$ cat src/rtl/rx_seq_pkg.sv
// Shared constants, types and chip mapping for the receive sequence reader.
// RX_SEQ_READER_BIPOLAR_EN selects 2-bit bipolar chips instead of raw bits.
package rx_seq_pkg;
  localparam int SEQ_LEN = 255;
  localparam int ADDR_W  = 8;
  localparam int DATA_W  = 16;
  localparam int SEL_W   = 4;

`ifdef RX_SEQ_READER_BIPOLAR_EN
  localparam int CHIP_W = 2;
`else
  localparam int CHIP_W = 1;
`endif

  localparam logic [1:0] CHIP_POS = 2'b01;
  localparam logic [1:0] CHIP_NEG = 2'b11;

  typedef enum logic [1:0] {
    IDLE   = 2'd0,
    STREAM = 2'd1,
    FLUSH  = 2'd2
  } rx_state_e;

  typedef struct packed {
    logic [CHIP_W-1:0] chip;
    logic [ADDR_W-1:0] idx;
    logic              last;
  } chip_ent_t;

  // RAM bit to output chip: raw bit, or +1/-1 in two's complement
  function automatic logic [CHIP_W-1:0] map_chip(input logic b);
`ifdef RX_SEQ_READER_BIPOLAR_EN
    return b ? CHIP_NEG : CHIP_POS;
`else
    return b;
`endif
  endfunction
endpackage

$ cat src/rtl/rx_seq_skid_buf.sv
// Two-entry FIFO holding captured chips with their index and last flag.
module rx_seq_skid_buf
  import rx_seq_pkg::*;
(
  input  logic       clk,
  input  logic       rst_n,
  input  logic       flush_i,
  input  logic       push_i,
  input  logic       pop_i,
  input  chip_ent_t  din_i,
  output chip_ent_t  head_o,
  output logic [1:0] count_o
);
  chip_ent_t  mem_q [0:1];
  logic       wr_ptr_q, rd_ptr_q;
  logic [1:0] count_q;
  logic       do_push, do_pop;

  assign do_pop  = pop_i && (count_q != 2'd0);
  assign do_push = push_i && ((count_q != 2'd2) || do_pop);
  assign head_o  = mem_q[rd_ptr_q];
  assign count_o = count_q;

  // Storage and pointers; flush empties without touching stored payload
  always_ff @(posedge clk) begin
    if (!rst_n) begin
      mem_q[0] <= '0;
      mem_q[1] <= '0;
      wr_ptr_q <= 1'b0;
      rd_ptr_q <= 1'b0;
      count_q  <= 2'd0;
    end else if (flush_i) begin
      wr_ptr_q <= 1'b0;
      rd_ptr_q <= 1'b0;
      count_q  <= 2'd0;
    end else begin
      if (do_push) begin
        mem_q[wr_ptr_q] <= din_i;
        wr_ptr_q        <= ~wr_ptr_q;
      end
      if (do_pop) rd_ptr_q <= ~rd_ptr_q;
      count_q <= count_q + {1'b0, do_push} - {1'b0, do_pop};
    end
  end
endmodule

$ cat src/rtl/rx_sequence_reader.sv
// Streams one column of the sequence RAM (rows 0..SEQ_LEN-1) as serial chips.
// Optional macro RX_SEQ_READER_BIPOLAR_EN: 2-bit bipolar chip output.
module rx_sequence_reader
  import rx_seq_pkg::*;
(
  input  logic              clk,
  input  logic              rst_n,
  input  logic              start,
  input  logic              abort,
  input  logic [SEL_W-1:0]  seq_sel,
  output logic              ram_enb,
  output logic [ADDR_W-1:0] ram_addrb,
  input  logic [DATA_W-1:0] ram_dob,
  output logic              chip_valid,
  input  logic              chip_ready,
  output logic [CHIP_W-1:0] chip,
  output logic [ADDR_W-1:0] chip_idx,
  output logic              chip_last,
  output logic              busy,
  output logic              done
);
  rx_state_e         state_q, state_d;
  logic [SEL_W-1:0]  sel_q;
  logic [ADDR_W-1:0] rd_addr_q, cap_idx_q;
  logic              rd_all_q;   // every row has been issued; keeps rd_addr from passing SEQ_LEN-1
  logic              inflight_q;
  logic              done_q, done_d;
  logic              issue, push, pop, flush, start_ok, last_hs;
  logic [1:0]        buf_cnt;
  logic [2:0]        occ;
  chip_ent_t         din, head;

  assign pop      = chip_valid && chip_ready;
  assign last_hs  = pop && head.last;
  assign occ      = {1'b0, buf_cnt} + {2'b0, inflight_q} - {2'b0, pop};
  // done_q blocks a start that lands in the completion cycle
  assign start_ok = start && (state_q == IDLE) && !done_q;
  assign flush    = abort && (state_q == STREAM);
  assign push     = inflight_q && (state_q == STREAM) && !abort;

  assign din = '{chip: map_chip(ram_dob[sel_q]),
                 idx:  cap_idx_q,
                 last: (cap_idx_q == ADDR_W'(SEQ_LEN - 1))};

  rx_seq_skid_buf u_buf (
    .clk     (clk),
    .rst_n   (rst_n),
    .flush_i (flush),
    .push_i  (push),
    .pop_i   (pop),
    .din_i   (din),
    .head_o  (head),
    .count_o (buf_cnt)
  );

  // Next state, read issue and completion pulse
  always_comb begin
    state_d   = state_q;
    done_d    = 1'b0;
    issue     = 1'b0;
    ram_enb   = 1'b0;
    ram_addrb = '0;
    case (state_q)
      IDLE:   if (start_ok) state_d = STREAM;
      STREAM: begin
        issue = !abort && !rd_all_q && (occ < 3'd2);
        if (abort) begin
          state_d = FLUSH;
        end else if (last_hs) begin
          state_d = IDLE;
          done_d  = 1'b1;
        end
      end
      FLUSH:  state_d = IDLE;
      default: state_d = IDLE;
    endcase
    ram_enb = issue;
    if (issue) ram_addrb = rd_addr_q;
  end

  // State, read address counter and capture tracking
  always_ff @(posedge clk) begin
    if (!rst_n) begin
      state_q    <= IDLE;
      sel_q      <= '0;
      rd_addr_q  <= '0;
      rd_all_q   <= 1'b0;
      cap_idx_q  <= '0;
      inflight_q <= 1'b0;
      done_q     <= 1'b0;
    end else begin
      state_q    <= state_d;
      done_q     <= done_d;
      inflight_q <= issue;
      if (issue) cap_idx_q <= rd_addr_q;
      if (start_ok) begin
        sel_q     <= seq_sel;
        rd_addr_q <= '0;
        rd_all_q  <= 1'b0;
      end else if (issue) begin
        if (rd_addr_q == ADDR_W'(SEQ_LEN - 1)) rd_all_q  <= 1'b1;
        else                                   rd_addr_q <= rd_addr_q + 1'b1;
      end
    end
  end

  assign chip_valid = (buf_cnt != 2'd0);
  assign chip       = head.chip;
  assign chip_idx   = head.idx;
  assign chip_last  = head.last;
  assign busy       = (state_q == STREAM);
  assign done       = done_q;
endmodule

$ cat config.mk
export PLATFORM = sky130hd
export DESIGN_NAME = rx_sequence_reader
export DESIGN_NICKNAME = d
export VERILOG_FILES = /design/src/rtl/rx_seq_pkg.sv /design/src/rtl/rx_seq_skid_buf.sv /design/src/rtl/rx_sequence_reader.sv
export SDC_FILE = /design/constraint.sdc
export NUM_CORES = 1
export LEC_CHECK = 0
export CELL_PAD_IN_SITES_DETAIL_PLACEMENT = 1
export CELL_PAD_IN_SITES_GLOBAL_PLACEMENT = 2
export CORE_MARGIN = 5
export CORE_UTILIZATION = 32
export DETAILED_ROUTE_END_ITERATION = 7
export GPL_ROUTABILITY_DRIVEN = 0
export PLACE_DENSITY = 0.83
export SETUP_SLACK_MARGIN = 0.02
export SYNTH_ARGS = -nofsm -noshare
export SYNTH_HDL_FRONTEND = slang
export SYNTH_SLANG_ARGS = --single-unit
export TNS_END_PERCENT = 100
$ cat constraint.sdc
create_clock -name clk -period 3.3 [get_ports clk]
set_input_delay 0.66 -clock clk [delete_from_list [all_inputs] [get_ports clk]]
set_output_delay 0.66 -clock clk [all_outputs]
set_load 0.1 [all_outputs]
Word level (Yosys, flattened, before mapping)
Memory sizes are Yosys's and may differ from the RTL's. A register that Yosys moved wholly into a read port is not among the register bits.
Index checks and enable logic that the tools add are counted.
{ "op_classes": {"multipliers": 0, "n_div": 0, "n_addsub": 5, "order_cmp": 2, "mux": 19, "n_bitwise": 5, "shift": 0, "n_reduce_logical": 24, "n_eq_ne": 6} }
{ "ops": {"columns": ["op", "n"], "rows": [
  ["8-bit == test, second input constant", 2],
  ["1-bit two-way mux", 12],
  ["1-bit logical AND", 11],
  ["10-bit two-way mux", 1],
  ["10-bit OR reduction", 1],
  ["8-bit by 1-bit adder with 8-bit output, second input constant", 1],
  ["8-bit two-way mux", 1],
  ["2-bit two-way mux", 3],
  ["2-bit AND reduction", 3],
  ["4-bit by 5-bit less-than comparator with 1-bit output, second input constant", 1],
  ["1-bit NOT", 5],
  ["1-bit binary-select mux with 4-bit select", 1],
  ["2-bit inequality test, second input constant", 2],
  ["2-bit one-hot mux with 2 select lines", 1],
  ["2-bit OR reduction", 2],
  ["2-bit by 1-bit adder with 3-bit output", 1],
  ["1-bit logical NOT", 3],
  ["3-bit by 2-bit less-than comparator with 1-bit output, second input constant", 1],
  ["3-bit by 2-bit inequality test with 1-bit output, second input constant", 1],
  ["3-bit OR reduction", 1],
  ["3-bit by 1-bit subtractor with 3-bit output", 1],
  ["2-bit by 1-bit adder with 2-bit output", 1],
  ["2-bit by 1-bit == test with 1-bit output, second input constant", 1],
  ["2-bit logical NOT", 1],
  ["3 further kinds", 3]
]} }
{ "totals": {"romBits": 0, "latchBits": 0, "register_bits": 29, "ramBits": 20, "output_inout_bits": 22, "mem_count": 1, "in_bits": 25} }
{ "mem_list": {"columns": ["name", "depth", "word_bits", "read_ports", "rd_clocked_by_memory_dff", "wr", "line", "text"], "rows": [
  ["u_buf.mem_q", 2, 10, 1, 1, 2, "rx_seq_skid_buf.sv:14", "chip_ent_t mem_q [0:1];"]
]} }

Logic depth before layout (Yosys ltp)
{ "depth": {"ltp_word": 11, "depth_mapped": 10, "ltp_nobuf": 9} }

By module
A second synthesis with hierarchy kept.
{ "unflattened": {"hier_cells": 229, "area_unflattened_um2": 2469.9} }
{ "modules_own_cells": {"columns": ["module", "instances", "seq_area_each_um2", "area_per_inst_um2", "cells_per_inst"], "rows": [
  ["rx_sequence_reader", 1, 500.5, 1325.0, 148],
  ["rx_seq_skid_buf", 1, 700.7, 1144.8, 81]
]} }

Worst setup path after synthesis
No wires, ideal clock.
{ "synth_path": {"path_type": "in2out", "start": "input port chip_ready", "end": "output port ram_addrb[0]", "stages": 10, "t_arrival_ns": 3.428, "slack_ns": -0.788, "path_cell_list": "o21a_1 > ha_1 > nand2b_1 > fa_1 > xnor2_1 > nand4b_4 > buf_6 > clkinv_1 > nand2_1 > inv_1"} }
{ "synth_via": {"elab_chain_len": 6} }
{ "synth_rtl": {"columns": ["item", "line", "text"], "rows": [
  ["from (decl)", "rx_sequence_reader.sv:15", "input logic chip_ready,"],
  ["1-bit logical AND", "rx_sequence_reader.sv:33", "assign pop = chip_valid && chip_ready;"],
  ["3-bit by 1-bit subtractor with 3-bit output", "rx_sequence_reader.sv:35", "assign occ = {1'b0, buf_cnt} + {2'b0, inflight_q} - {2'b0, pop};"],
  ["3-bit by 2-bit less-than comparator with 1-bit output", "rx_sequence_reader.sv:66", "issue = !abort && !rd_all_q && (occ < 3'd2);"],
  ["1-bit logical AND", "rx_sequence_reader.sv:66", null],
  ["1-bit two-way mux", "rx_sequence_reader.sv:63", "case (state_q)"],
  ["named net ram_enb", "rx_sequence_reader.sv:11", "output logic ram_enb,"],
  ["8-bit two-way mux", "rx_sequence_reader.sv:78", "if (issue) ram_addrb = rd_addr_q;"],
  ["to (decl)", "rx_sequence_reader.sv:12", "output logic [ADDR_W-1:0] ram_addrb,"]
]} }
The timed path passes the listed nets, and every way through them passes these cells.

Worst setup path after layout
{ "layout_path": {"start": "input port chip_ready", "end": "output port ram_addrb[1]"} }
{ "layout_via": {"elab_chain_len": 6} }
{ "layout_rtl": {"columns": ["item", "line"], "rows": [
  ["1-bit logical AND", "rx_sequence_reader.sv:33"],
  ["3-bit by 1-bit subtractor with 3-bit output", "rx_sequence_reader.sv:35"],
  ["3-bit by 2-bit less-than comparator with 1-bit output", "rx_sequence_reader.sv:66"],
  ["1-bit logical AND", "rx_sequence_reader.sv:66"],
  ["1-bit two-way mux", "rx_sequence_reader.sv:63"],
  ["8-bit two-way mux", "rx_sequence_reader.sv:78"]
]} }
No other way between the ends.

==> impl_results.md <==
- Outcome: completed
- DR iter-0 viols: 53
- Synth async-reset ratio: 0%
- Number of buffers between clock root and the deepest sink: 2
- IO Pins: 47
- Period utilization: 97.7%
- CTS tree: done
- Largest stage delay, worst path: 0.35 ns
- Worst setup EP type: output pin
- Chip Width: 97.1 µm
- Number of vias per cell: 4.78
- Worst-path cell with the longest stage delay: sky130_fd_sc_hd__fa_2
- Post-synth cell types: 46
- Routed vias: 1974
- Final cell area excluding filler cells: 3550 µm²
- Residual DRC count: 0
- Relative slew slack: 55.7%
- Highest ir drop seen on vdd: 0.000178 V
- Number of nets in the final layout: 344
- Required @ worst endpoint: 2.64 ns
- Class of the worst hold path: flip-flop to flip-flop
- Routed WL per cell: 14.8 µm
- Clock sinks: 50
- Number of maximum-capacitance violations: 0
- TritonCTS Buffers: 5
- CTS HTree Levels: 2
- Final Skew: 0.0136 ns
- Root Driver: sky130_fd_sc_hd__clkbuf_8
- Critical setup path kind: input pin to output pin
- Std cell rows: 31
- Max-slew violation count: 0
- Seq/Total Area, Yosys: 49.5%
- Most instantiated flip-flop cell in the synthesis netlist: sky130_fd_sc_hd__dfxtp_1
- Syn_nets: 273
- Cell area reported after detailed placement: 3250 µm²
- Post-detailed-routing wire length: 6.12 mm
- Number of hold violations in the final report: 0
- Upper clock frequency limit: 310 MHz
- Static leakage: 1.33 nW
- Final ANT Viol Nets: 0
- Synth Register Bits: 50
- Global-route wire length before repair: 10.5 mm
- Syn Std Cell Area: 2430 µm²
- Via count of the first global-routing pass: 2139
- Height of the chip: 97.1 µm
- Number of instances in the synthesized netlist: 242
- Tmin final: 3.23 ns
- Area of the die: 9430 µm²
- Area growth from synthesis to layout: 46.1%
- CP arrival: 2.57 ns
- Initial antenna violation count: 0
- First-pass iteration count of the detailed router: 4
- Worst-path clk slew: 0.09 ns
- Number of buffers added on ports: 46
- Actual slew at the worst max-slew pin: 0.663 ns
- Maximum fanout encountered on the critical timing path: 5
- Starting Density: 33.1%
- Maximum number of pins on one net before global-route repair: 25
- Unrepaired setup endpoints after global routing: no
- Share of post-route cells with drive strength above 1: 30.6%
- Number of antenna diodes: 0
- Clock latency on the worst-skew pair: 0.31 ns
- Power per cell area: 402 nW/µm²
- GRT Total Usage: 13.4%
- Total power of the final layout: 1.43 mW
- Dpl hpwl: 4.51 mm
- Sequence of cells on the critical path: buf_6 -> o21a_1 -> ha_1 -> nand2b_4 -> fa_2 -> xnor2_2 -> nand4b_4 -> buf_12 -> clkinv_16 -> nand2_8 -> clkinvlp_4 -> buf_12
- Cell type with the highest occurrence count on the critical path: sky130_fd_sc_hd__buf_12
- Core box area: 7330 µm²
- Mean post-synth cell area: 10.0 µm²
- Launching element type of the critical path: input pin
- Remaining global-route overflow: 0
- Number of synthesized flops with an enable pin: 20
- Total number of yosys warnings: 0
- Endpoints failing setup: 0
- CTS Hold Buffers Added: 0
[worst max-delay path, delay by kind of cell]
kind	cells	cell delay, ns
buffers and inverters	5	0.59
AND/OR/NAND/NOR	3	0.32
XOR/XNOR	1	0.21
AO/OA/AOI/OAI	1	0.12
adder cells (fa/ha/maj)	2	0.63
[cells in the mapped netlist (all sizes together), types with 2 or more instances]
cell,number,share of area [%]
and3,3,0.77
nand3,3,0.62
o31ai,2,0.62
nor2,18,2.8
mux2,10,4.6
a21oi,17,3.7
o21a,3,0.93
xnor2,3,1.1
a211oi,2,0.62
dfxtp,30,25
or4,2,0.77
nor3b,2,1.1
a221o,2,0.82
nand4,3,0.77
nand2,28,4.3
o21ai,7,1.4
ha,5,2.6
mux2i,11,4.5
and2,16,4.1
or3,4,1.0
edfxtp,20,25
xor2,2,0.72
clkbuf,7,1.1
nor2b,5,1.3
o22ai,2,0.52
nand2b,2,0.52
nor4b,2,0.98
inv,17,2.6
buf,2,0.67
[cell type report]
class | count | area (µm²)
fillers | 791 | 3780
multi-input cells | 165 | 1240
flip-flops and latches | 50 | 1200
repair buffers | 72 | 727
inverters | 18 | 124
well taps | 99 | 124
clock buffers | 5 | 68.8
clock inverters | 3 | 47.5
repair inverters | 1 | 16.3
[stage by stage]
step	TNS, ns	utilization (%)	std cells	setup slack (ns)	hold slack (ns)
final	0	48.4	413	0.0746	0.495
after floorplan	0	-	242	0.0130	0.438
after detailed placement	-3.50	44.3	396	-0.322	0.483
after CTS	0	47.6	411	0.0662	0.498
after global routing	0	48.4	413	0.0188	0.522
after global placement	-2.61	44.3	396	-0.271	0.468
[report_power, final]
part | switching (mW) | internal (mW) | leakage, nW | total [mW]
Sequential | 0.0183 | 0.659 | 0.448 | 0.678
Clock | 0.223 | 0.232 | 0.0591 | 0.455
Combinational | 0.181 | 0.114 | 0.825 | 0.295
Total | 0.423 | 1.01 | 1.33 | 1.43
[repair_timing]
| action | 4_1_cts | 5_1_grt |
|---|---|---|
| resized for setup | 14 | 6 |
| setup buffers | 6 | 2 |
| pin swaps | 4 | 6 |
| gates cloned | 1 | 0 |
| setup endpoints to repair | 9 | 9 |
[metal layers]
metal	part of all wire, %	GRT usage, %	up-vias
met3	2.9	2.58	6
li1	-	-	983
met4	0.65	3.24	0
met5	0	0	-
met2	54	24.3	26
met1	43	16.2	959
[registers in the layout, summed over array words and instances, names as in the netlist, named ones only]
| register | count |
|---|---|
| u_buf.mem_q | 20 |
| cap_idx_q | 8 |
| rd_addr_q | 8 |
| sel_q | 4 |
| state_q | 2 |
| u_buf.count_o | 2 |
| done | 1 |
| inflight_q | 1 |
| rd_all_q | 1 |
| u_buf.rd_ptr_q | 1 |
| u_buf.wr_ptr_q | 1 |
[cell usage in the layout, fill, tap and decap left out, types with 2 or more instances in the layout]
master / n
sky130_fd_sc_hd__and3_1: 3
sky130_fd_sc_hd__nand2_4: 3
sky130_fd_sc_hd__buf_12: 10
sky130_fd_sc_hd__ha_1: 5
sky130_fd_sc_hd__clkdlybuf4s50_1: 23
sky130_fd_sc_hd__clkbuf_8: 5
sky130_fd_sc_hd__o22ai_1: 2
sky130_fd_sc_hd__nand3_1: 3
sky130_fd_sc_hd__o21ai_0: 7
sky130_fd_sc_hd__nand4_1: 3
sky130_fd_sc_hd__nor2b_1: 5
sky130_fd_sc_hd__edfxtp_1: 20
sky130_fd_sc_hd__a221o_1: 2
sky130_fd_sc_hd__xor2_1: 2
sky130_fd_sc_hd__clkinvlp_4: 8
sky130_fd_sc_hd__o31ai_1: 2
sky130_fd_sc_hd__nand2_8: 5
sky130_fd_sc_hd__nor2_1: 18
sky130_fd_sc_hd__mux2_2: 10
sky130_fd_sc_hd__or3_1: 4
sky130_fd_sc_hd__dfxtp_1: 29
sky130_fd_sc_hd__inv_6: 2
sky130_fd_sc_hd__and2_1: 16
sky130_fd_sc_hd__buf_4: 38
sky130_fd_sc_hd__xnor2_1: 2
sky130_fd_sc_hd__mux2i_1: 11
sky130_fd_sc_hd__inv_1: 9
sky130_fd_sc_hd__a211oi_1: 2
sky130_fd_sc_hd__a21oi_1: 16
sky130_fd_sc_hd__nand2_1: 20
sky130_fd_sc_hd__o21a_1: 3
[cell families after synthesis]
| family | Yosys count | synth area share (%) |
|---|---|---|
| compound gates | 37 | 9.27 |
| buf+inv | 27 | 4.53 |
| simple gates | 96 | 22.4 |
| flops | 50 | 49.5 |
| fa+ha+maj | 6 | 3.40 |
| mux | 21 | 9.17 |
| xor+xnor | 5 | 1.80 |
[path summary, 6_finish.rpt]
path	slack (ns)	depth (start not counted)	end	from
setup / recovery	0.07	12	ram_addrb[1]	chip_ready
hold / removal	0.49	2	cap_idx_q[4]	cap_idx_q[4]
setup reg to reg	0.52	10	rd_addr_q[3]	u_buf.count_o[0]
hold reg to reg	0.49	2	cap_idx_q[4]	cap_idx_q[4]
Note: power is estimated with default switching activity, not from simulation.
